--- config.mk ---
export PLATFORM = sky130hd
export DESIGN_NAME = apu_frame_sequencer
export DESIGN_NICKNAME = d
export VERILOG_FILES = /design/src/rtl/apu_frame_sequencer.sv
export SDC_FILE = /design/constraint.sdc
export NUM_CORES = 1
export LEC_CHECK = 0
export BUFFER_PORTS_ARGS = -buffer_cell sky130_fd_sc_hd__clkbuf_2
export CAP_MARGIN = 0
export CORE_MARGIN = 5
export CORE_UTILIZATION = 30
export CTS_CLUSTER_DIAMETER = 200
export DETAILED_ROUTE_END_ITERATION = 10
export SKIP_CTS_REPAIR_TIMING = 1
export SLEW_MARGIN = 0
export SYNTH_ARGS = -nofsm -noshare
export SYNTH_HDL_FRONTEND = slang
export SYNTH_SLANG_ARGS = --single-unit
--- constraint.sdc ---
create_clock -name clk -period 4.6 [get_ports clk]
set_input_delay 0.69 -clock clk [delete_from_list [all_inputs] [get_ports clk]]
set_output_delay 0.69 -clock clk [all_outputs]
set_load 0.01 [all_outputs]
--- src/rtl/apu_frame_sequencer.sv ---
// APU frame sequencer: divides the system clock into APU cycles, walks a
// 4-step or 5-step frame, and emits quarter/half-frame pulses plus the frame IRQ.
//
// Handshake note: there is no valid/ready flow here. cfg_we and irq_ack are
// single-cycle strobes sampled on the rising clk edge. qframe_tick and hframe_tick
// are single-cycle registered pulses with no back-pressure, so every consumer must
// sample them on the cycle they are high.
module apu_frame_sequencer #(
  parameter int DIV = 30,
  parameter int Q1  = 3728,
  parameter int Q2  = 7456,
  parameter int Q3  = 11185,
  parameter int Q4  = 14914,
  parameter int Q5  = 18640
) (
  input  logic       clk,
  input  logic       rst,
  input  logic       enable,
  input  logic       cfg_we,
  input  logic [7:0] cfg_data,
  input  logic       irq_ack,
  output logic       qframe_tick,
  output logic       hframe_tick,
  output logic       frame_irq,
  output logic       mode,
  output logic [2:0] step
);

  // The prescaler needs at least one bit, even when DIV=1 keeps it at zero.
  localparam int             PW          = (DIV > 1) ? $clog2(DIV) : 1;
  localparam logic [PW-1:0]  L_PRESC_MAX = PW'(DIV - 1);
  localparam logic [14:0]    L_Q1        = 15'(Q1);
  localparam logic [14:0]    L_Q2        = 15'(Q2);
  localparam logic [14:0]    L_Q3        = 15'(Q3);
  localparam logic [14:0]    L_Q4        = 15'(Q4);
  localparam logic [14:0]    L_Q5        = 15'(Q5);

  // The step index is the visible state. Step 5 of the 5-step frame has no
  // encoding of its own, so the state stays at ST_S4 until the wrap.
  typedef enum logic [2:0] {
    ST_S0 = 3'd0,
    ST_S1 = 3'd1,
    ST_S2 = 3'd2,
    ST_S3 = 3'd3,
    ST_S4 = 3'd4
  } step_t;

  step_t         r_state;
  step_t         w_state_next;

  logic [PW-1:0] r_presc;
  logic [14:0]   r_seq_cnt;
  logic          r_mode;
  logic          r_inhibit;
  logic          r_qframe;
  logic          r_hframe;
  logic          r_irq;

  logic          w_apu_tick;
  logic [14:0]   w_last;
  logic [14:0]   w_cnt_next;
  logic          w_q_pulse;
  logic          w_h_pulse;
  logic          w_irq_set;
  logic          w_unused_cfg;

  // cfg_data[5:0] carries no function in this block.
  assign w_unused_cfg = ^cfg_data[5:0];

  assign w_apu_tick = enable && (r_presc == L_PRESC_MAX);
  assign w_last     = r_mode ? L_Q5 : L_Q4;
  assign w_cnt_next = (r_seq_cnt == w_last) ? 15'd0 : (r_seq_cnt + 15'd1);

  // Decode the pulses for the count the next APU tick lands on.
  always_comb begin
    w_q_pulse = 1'b0;
    w_h_pulse = 1'b0;
    w_irq_set = 1'b0;
    if (w_apu_tick) begin
      if (w_cnt_next == L_Q1 || w_cnt_next == L_Q3) begin
        w_q_pulse = 1'b1;
      end else if (w_cnt_next == L_Q2) begin
        w_q_pulse = 1'b1;
        w_h_pulse = 1'b1;
      end else if (w_cnt_next == L_Q4 && !r_mode) begin
        w_q_pulse = 1'b1;
        w_h_pulse = 1'b1;
        w_irq_set = !r_inhibit;
      end else if (w_cnt_next == L_Q5 && r_mode) begin
        w_q_pulse = 1'b1;
        w_h_pulse = 1'b1;
      end
    end
  end

  // Step next-state: a config write restarts the frame, and each tick that
  // lands on a step count moves to that step.
  always_comb begin
    w_state_next = r_state;
    if (cfg_we) begin
      w_state_next = ST_S0;
    end else if (w_apu_tick) begin
      if (w_cnt_next == 15'd0) begin
        w_state_next = ST_S0;
      end else if (w_cnt_next == L_Q1) begin
        w_state_next = ST_S1;
      end else if (w_cnt_next == L_Q2) begin
        w_state_next = ST_S2;
      end else if (w_cnt_next == L_Q3) begin
        w_state_next = ST_S3;
      end else if (w_cnt_next == L_Q4) begin
        w_state_next = ST_S4;
      end
    end
  end

  // Step state register.
  always_ff @(posedge clk) begin
    if (rst) begin
      r_state <= ST_S0;
    end else begin
      r_state <= w_state_next;
    end
  end

  // Prescaler, step counter, config, pulses and IRQ. A config write takes
  // priority over a coincident APU tick and discards that tick entirely.
  always_ff @(posedge clk) begin
    if (rst) begin
      r_presc   <= '0;
      r_seq_cnt <= '0;
      r_mode    <= 1'b0;
      r_inhibit <= 1'b0;
      r_qframe  <= 1'b0;
      r_hframe  <= 1'b0;
      r_irq     <= 1'b0;
    end else if (cfg_we) begin
      r_mode    <= cfg_data[7];
      r_inhibit <= cfg_data[6];
      r_presc   <= '0;
      r_seq_cnt <= '0;
      // Entering 5-step mode clocks the quarter- and half-frame units immediately.
      r_qframe  <= cfg_data[7];
      r_hframe  <= cfg_data[7];
      if (cfg_data[6] || irq_ack) begin
        r_irq <= 1'b0;
      end
    end else begin
      r_qframe <= w_q_pulse;
      r_hframe <= w_h_pulse;
      if (enable) begin
        r_presc <= (r_presc == L_PRESC_MAX) ? '0 : PW'(r_presc + 1'b1);
      end
      if (w_apu_tick) begin
        r_seq_cnt <= w_cnt_next;
      end
      // Setting the IRQ beats a coincident acknowledge.
      if (w_irq_set) begin
        r_irq <= 1'b1;
      end else if (irq_ack) begin
        r_irq <= 1'b0;
      end
    end
  end

  assign qframe_tick = r_qframe;
  assign hframe_tick = r_hframe;
  assign frame_irq   = r_irq;
  assign mode        = r_mode;
  assign step        = r_state;

endmodule

==> impl_metrics.tcl, run 1 <==
set metrics [dict create \
    synthArstFlopShare_pct 0 \
    timing.rr.start "r_seq_cnt[0]$_SDFFE_PP0P_" \
    crit_type "reg2reg" \
    hold_path_end "r_inhibit$_SDFFE_PP0P_" \
    synth-main-ff-cell "dfxtp_1" \
    cts_buffers 3 \
    clk_pin_slew_ps 110 \
    maxSlewHeadroom_pct 59.3 \
    port_buffers 13 \
    num_rows 30 \
    clkLatencyLatePin_ps 290 \
    status "completed" \
    routedWlPerCell_um 14.9 \
    synth_cell_types 63 \
    rsz0062_at_grt "no" \
    grt_first_pass_wirelength_um 8510 \
    wl_um 5230 \
    place.detailed.hpwl_um 3820 \
    grt_pass1_vias 1717 \
    syn_inst 258 \
    synth_fp_nets 274 \
    crit_chain "ha_1 > and3_1 > a31oi_1 > nor4_1 > nand4b_1 > and3_1 > a311oi_1" \
    maxCapViolations 0 \
    cts-root-buf "clkbuf_8" \
    die-area_um2 8780 \
    cts_buffer_depth 2 \
    htreeDepth 1 \
    period_needed_ps 3040 \
    dr.pass1.iters 5 \
    holdPathStages 2 \
    crit_buf_inv 0 \
    drc 0 \
    grt_use_total_pct 12.1 \
    fmax_mhz 329 \
    ys.warnings.count 0 \
    diodes 0 \
    hold_viol 0 \
    synth.cell_area_um2 2100 \
    ant_nets 0 \
    setup_viol 0 \
    num_io_pins 20 \
    worst_pin_slew_ps 604 \
    worstSetupEndpointType "flip-flop" \
    critPathMaxStageDelay_ps 620 \
    p_total_mw 0.471 \
    core_um2 6790 \
    fin_worst_skew_ps 11.0 \
    num-nets-final 271 \
    dieHeight_um 93.7 \
    synth_area_per_cell_um2 8.14 \
    synth-edff-count 0 \
    crit_family "simple AND/OR/NAND/NOR gates" \
    die_w_um 93.7 \
    period_share_pct 66.1 \
    initial_utilization_pct 30.9 \
    drv_slew 0 \
    area_growth_pct 6.91 \
    cts_sinks 28 \
    hold_class "reg2reg" \
    setup_tns_ps 0 \
    critPathArrivalTime_ps 3240 \
    reg2regPathDepth 7 \
    start_kind "flip-flop" \
    drtIter0Drc 166 \
    via_count 1914 \
    antenna_found_initial 0 \
    worstHoldStart "r_inhibit$_SDFFE_PP0P_" \
    ys_seq_area_share_pct 26.7 \
    cts_tree "done" \
    cpMaxStageDelayCell "nor4_1" \
    crit_top_cell "and3_1" \
    cp_max_fo 13 \
    r2r_slack_ps 1560 \
    grt-ovfl-total 0 \
    p_leak_nw 0.671 \
    gp_congestion 0.877 \
    r2r_end "qframe_tick$_SDFF_PP0_" \
    drive_above_1_share_pct 13.4 \
    ys_seq_elements 28 \
    vias_per_cell 5.47 \
    power_density_nw_per_um2 210 \
    fin_util_pct 33.1 \
    max-vdd-ir-drop_mv 0.101 \
    grt_max_degree 17 \
    cp.required_ps 4800 \
]
[report_power, final]
part           internal [mW]  total, mW  switching, mW
Combinational        0.00746     0.0182         0.0108
Clock                  0.117      0.206         0.0889
Sequential             0.245      0.247        0.00249
Total                  0.369      0.471          0.102
[tightest hold or removal path, cell delays in order, from the launching register on]
cell,delay [ps]
dfxtp_1,320
nand2b_1,60
a21oi_1,60
[layer usage]
layer,GRT usage [%],share of wire [%]
met2,18.3,45
met3,1.68,4.4
met1,17.0,48
met5,0,0
met4,5.29,2.4
[final cells by class]
cell class / instances / area (µm²)
Fill cell: 713 / 4550
Clock buffer: 3 / 41.3
Sequential cell: 28 / 561
Inverter: 5 / 18.8
Clock inverter: 1 / 30.0
Timing Repair Buffer: 13 / 65.1
Multi-Input combinational cell: 204 / 1410
Tap cell: 96 / 120
[cells in the mapped netlist (all sizes together), types with 2 or more instances]
cell    number  share of area [%]
a21oi       10                2.4
nor4bb       4                1.9
nand3       12                3.1
nand3b       5                1.8
o211ai       2               0.71
buf         15                4.2
o41ai        3                1.3
o22ai        2               0.89
or3          7                2.1
nor2b        2               0.60
nand4b       2               0.83
nor3         5                1.4
or4          2               0.71
o31ai        3                1.1
dfxtp       28                 27
or2          4                1.2
nand2       23                4.1
xor2        10                4.2
inv          5               0.89
and2         2               0.60
nor4b        2                1.5
nor4         7                3.3
nand4        9                3.7
xnor2        8                3.3
a31oi        4                1.2
nor2        17                3.0
nand2b       4                1.2
and3         5                1.5
clkbuf       6                1.1
a211oi       5                1.8
o21ai       17                4.0
ha           3                1.8
and4         3                1.3
a311oi       3                1.3
[how the worst max path moves through the flow]
stage          depth (start not counted)                      start                     end  slack, ps
2_1_floorplan                          8  r_seq_cnt[0]$_SDFFE_PP0P_  qframe_tick$_SDFF_PP0_       2290
3_3_place_gp                           7  r_seq_cnt[0]$_SDFFE_PP0P_  qframe_tick$_SDFF_PP0_       1600
3_5_place_dp                           7  r_seq_cnt[0]$_SDFFE_PP0P_  qframe_tick$_SDFF_PP0_       1600
4_1_cts                                7  r_seq_cnt[0]$_SDFFE_PP0P_  qframe_tick$_SDFF_PP0_       1560
5_1_grt                                7  r_seq_cnt[0]$_SDFFE_PP0P_  qframe_tick$_SDFF_PP0_       1330
6_report                               7  r_seq_cnt[0]$_SDFFE_PP0P_  qframe_tick$_SDFF_PP0_       1560
[layout by cell type (no fill, tap or decap), types with 2 or more instances in the layout]
cell type / n
inv_1: 5
and4_1: 3
or4_1: 2
clkbuf_8: 3
o31ai_1: 3
clkbuf_2: 13
nand2b_1: 4
ha_1: 3
xnor2_1: 8
nor3_1: 4
nand4_1: 7
nor4_1: 3
nand2_1: 23
nor4_2: 4
a31oi_1: 4
o21ai_1: 2
o41ai_1: 3
dfxtp_1: 28
or2_2: 4
a311oi_1: 3
a211oi_1: 5
nand4b_1: 2
nor2_1: 17
nor4bb_1: 4
a21oi_1: 10
and2_1: 2
o211ai_1: 2
o21ai_0: 15
and3_1: 5
nand3b_1: 5
nor2b_1: 2
nand3_1: 11
or3_1: 7
xor2_1: 10
[per-stage QoR]
step	instances	cell area (µm²)	hold WS, ps	setup slack [ps]
global placement	346	2170	461	1600
finish	350	2250	486	1560
floorplan	258	2100	445	2290
global route	350	2250	514	1330
CTS	350	2250	488	1560
detailed placement	346	2170	470	1600
[logic make-up after synthesis]
| family | Yosys count | synth area share (%) |
|---|---|---|
| flip-flops | 28 | 26.7 |
| buffers and inverters | 26 | 6.19 |
| AND/OR/NAND/NOR | 120 | 36.0 |
| XOR/XNOR | 18 | 7.50 |
| AO/OA/AOI/OAI | 63 | 21.9 |
| adder cells (fa/ha/maj) | 3 | 1.79 |
[sequential cells by signal (all words and copies together) (netlist names)]
register,count
r_seq_cnt,15
r_presc,5
step,3
frame_irq,1
hframe_tick,1
mode,1
qframe_tick,1
r_inhibit,1
(Power assumes the default switching activity.)
==> run 2, diff against run 1 <==
--- a/config.mk
+++ b/config.mk
@@ -5,6 +5,7 @@
 export SDC_FILE = /design/constraint.sdc
 export NUM_CORES = 1
 export LEC_CHECK = 0
+export ABC_AREA = 1
 export BUFFER_PORTS_ARGS = -buffer_cell sky130_fd_sc_hd__clkbuf_2
 export CAP_MARGIN = 0
 export CORE_MARGIN = 5
==> constraint.sdc (replaced) <==
create_clock -name clk -period 3.17 [get_ports clk]
set_input_delay 0.4755 -clock clk [delete_from_list [all_inputs] [get_ports clk]]
set_output_delay 0.4755 -clock clk [all_outputs]
set_load 0.01 [all_outputs]
==> run 2 against run 1 <==
  * Clock power increased by 42%
  * Via count up 3.6%
  * Critical endpoint is now step[0]$_SDFFE_PP0P_
  * Sequential cell count unchanged
  * Largest power group unchanged
  * Non-clock buffer count did not move
  * Wire length decreased by 5.4%
  * Sequential power up 46%
  * Setup slack got worse by 820 ps
==> impl_metrics.tcl, run 2 <==
set metrics [dict create \
    die_w_um 89.9 \
    multi_input_area_um2 1190 \
    ys_seq_elements 28 \
    critPathMaxStageDelay_ps 600 \
    diodes 0 \
    crit_top_cell "nand2_1" \
    grt_first_pass_wirelength_um 8460 \
    swShare_pct 21.5 \
    ys_seq_area_share_pct 29.3 \
    cp.required_ps 3360 \
    wl_um 4950 \
    worst_pin_slew_ps 713 \
    max-vdd-ir-drop_mv 0.190 \
    antenna_found_initial 0 \
    hold_class "in2reg" \
    drtIter0Drc 181 \
    top_register "r_seq_cnt" \
    clkLatencyLatePin_ps 280 \
    maxSlewHeadroom_pct 52.4 \
    drv_slew 0 \
    fin_worst_skew_ps 6.38 \
    clk_pin_slew_ps 100 \
    setup_viol 0 \
    crit_buf_inv 0 \
    wl_met2_um 2320 \
    vias_per_cell 5.06 \
    power_density_nw_per_um2 320 \
    num-nets-final 332 \
    intPower_mw 0.534 \
    cts_buffer_depth 2 \
    worstSetupEndpointType "flip-flop" \
    htreeDepth 1 \
    ys.warnings.count 0 \
    status "completed" \
    ys_top_cells_by_count "nand2_1, nor2_1, nand3_1, inv_1, dfxtp_1" \
    synth-edff-count 0 \
    die-area_um2 8080 \
    mostFrequentLayoutCells "nand2_1, nor2_1, nand3_1" \
    crit_chain "nand2_1 > nand2_1 > nand2_1 > nor2_2 > nand3_4 > nand2_1 > nand2_1 > nor2_1 > nand3b_1 > nand2_1 > nand2_1 > nand3_2 > nand2_1 > nand2_1 > nor2_1" \
    core_um2 6280 \
    combinationalPowerShare_pct 3.9 \
    period_needed_ps 2430 \
    rsz0062_at_grt "no" \
    drc 0 \
    power.switching_mw 0.146 \
    num_io_pins 20 \
    cp_max_fo 16 \
    cts_tree "done" \
    grt-ovfl-total 0 \
    yosysMostFrequentCell "nand2_1" \
    dr_wl_met3_um 168 \
    dieHeight_um 89.9 \
    start_kind "flip-flop" \
    setup_tns_ps 0 \
    routedWlPerCell_um 12.6 \
    num_rows 29 \
    syn_inst 302 \
    fin_util_pct 33.8 \
    maxCapViolations 0 \
    ant_nets 0 \
    grt_use_total_pct 12.2 \
    synth.cell_area_um2 1910 \
    fillCellCount 692 \
    grt_max_degree 19 \
    cts_buffers 3 \
    largest_reg_flops 15 \
    cts_sinks 28 \
    period_share_pct 76.8 \
    crit_family "simple AND/OR/NAND/NOR gates" \
    wl_met1_um 2390 \
    synth-main-ff-cell "dfxtp_1" \
    final_common_cell "nand2_1" \
    synth_area_per_cell_um2 6.34 \
    cpMaxStageDelayCell "dfxtp_1" \
    synth_area_leaders "dfxtp_1, nand2_1, nand3_1" \
    drive_above_1_share_pct 12.1 \
    synthArstFlopShare_pct 0 \
    grt_pass1_vias 1859 \
    crit_type "reg2reg" \
    ff_latch_area_um2 561 \
    initial_utilization_pct 30.5 \
    post-synth-top-area-cell "dfxtp_1" \
    hold_viol 0 \
    synth_fp_nets 318 \
    area_growth_pct 10.8 \
    p_leak_nw 0.881 \
    dr.pass1.iters 5 \
    cts-root-buf "clkbuf_8" \
    port_buffers 13 \
    synth_cell_types 33 \
    gp_congestion 0.911 \
    fmax_mhz 411 \
    highest_layer "met4" \
    synth.top_cell.area_share_pct 29.3 \
    p_seq_share_pct 52.9 \
    via_count 1983 \
    critPathArrivalTime_ps 2620 \
    p_clk_share_pct 43.2 \
    place.detailed.hpwl_um 3820 \
]
==> run 2: worst paths after layout <==
check                             from                endpoint  slack [ps]  cells after the start
hold reg to reg   step[2]$_SDFFE_PP0P_    step[2]$_SDFFE_PP0P_         460                      2
setup reg to reg     mode$_SDFFE_PP0P_    step[0]$_SDFFE_PP0P_         740                     15
setup / recovery     mode$_SDFFE_PP0P_    step[0]$_SDFFE_PP0P_         740                     15
hold / removal                     rst  frame_irq$_SDFFE_PP0P_         380                      2
==> run 2: layout make-up <==
cell class                 instances  share of cell area (%)
clock inverter                     1                    1.42
multi-input combinational        234                    56.1
sequential                        28                    26.4
inverter                          36                    6.49
clock buffer                       3                    1.95
timing repair buffer              13                    3.07
tap                               77                    4.54
==> run 2: per-layer routing <==
| layer | vias up | global-route usage, % |
|---|---|---|
| li1 | 1027 | - |
| met1 | 913 | 15.7 |
| met2 | 36 | 20.4 |
| met3 | 7 | 1.75 |
| met4 | 0 | 4.84 |
| met5 | - | 0 |
==> run 2: kinds of logic after synthesis <==
family | after synthesis | share of synthesized area, %
AND/OR/NAND/NOR | 195 | 47.5
buffers and inverters | 40 | 8.56
AO/OA/AOI/OAI | 31 | 10.4
flip-flops | 28 | 29.3
XOR/XNOR | 5 | 2.29
adder cells (fa/ha/maj) | 3 | 1.96
==> run 2: worst reg2reg max path, delay by kind of cell, from the launching register on <==
family           cells  cell delay, ps
AND/OR/NAND/NOR     15            1740
flip-flops           1             600
==> run 2: power by group through the flow <==
stage | registers, mW | logic, mW | clock network [mW]
final | 0.360 | 0.0266 | 0.293
after global routing | 0.360 | 0.0299 | 0.315
after CTS | 0.360 | 0.0270 | 0.301
after detailed placement | 0.368 | 0.0268 | 0
after global placement | 0.368 | 0.0267 | 0
after floorplan | 0.366 | 0.0171 | 0
==> run 2: through the flow <==
step                      setup WS, ps  cells  hold slack, ps  instance area, µm²  power (mW)
after CTS                          744    392             368                2120       0.688
after global placement             807    388             448                2050       0.394
after floorplan                   1240    302             430                1910       0.383
after detailed placement           776    388             451                2050       0.395
final                              737    392             375                2120       0.680
after global routing               433    392             373                2120       0.706
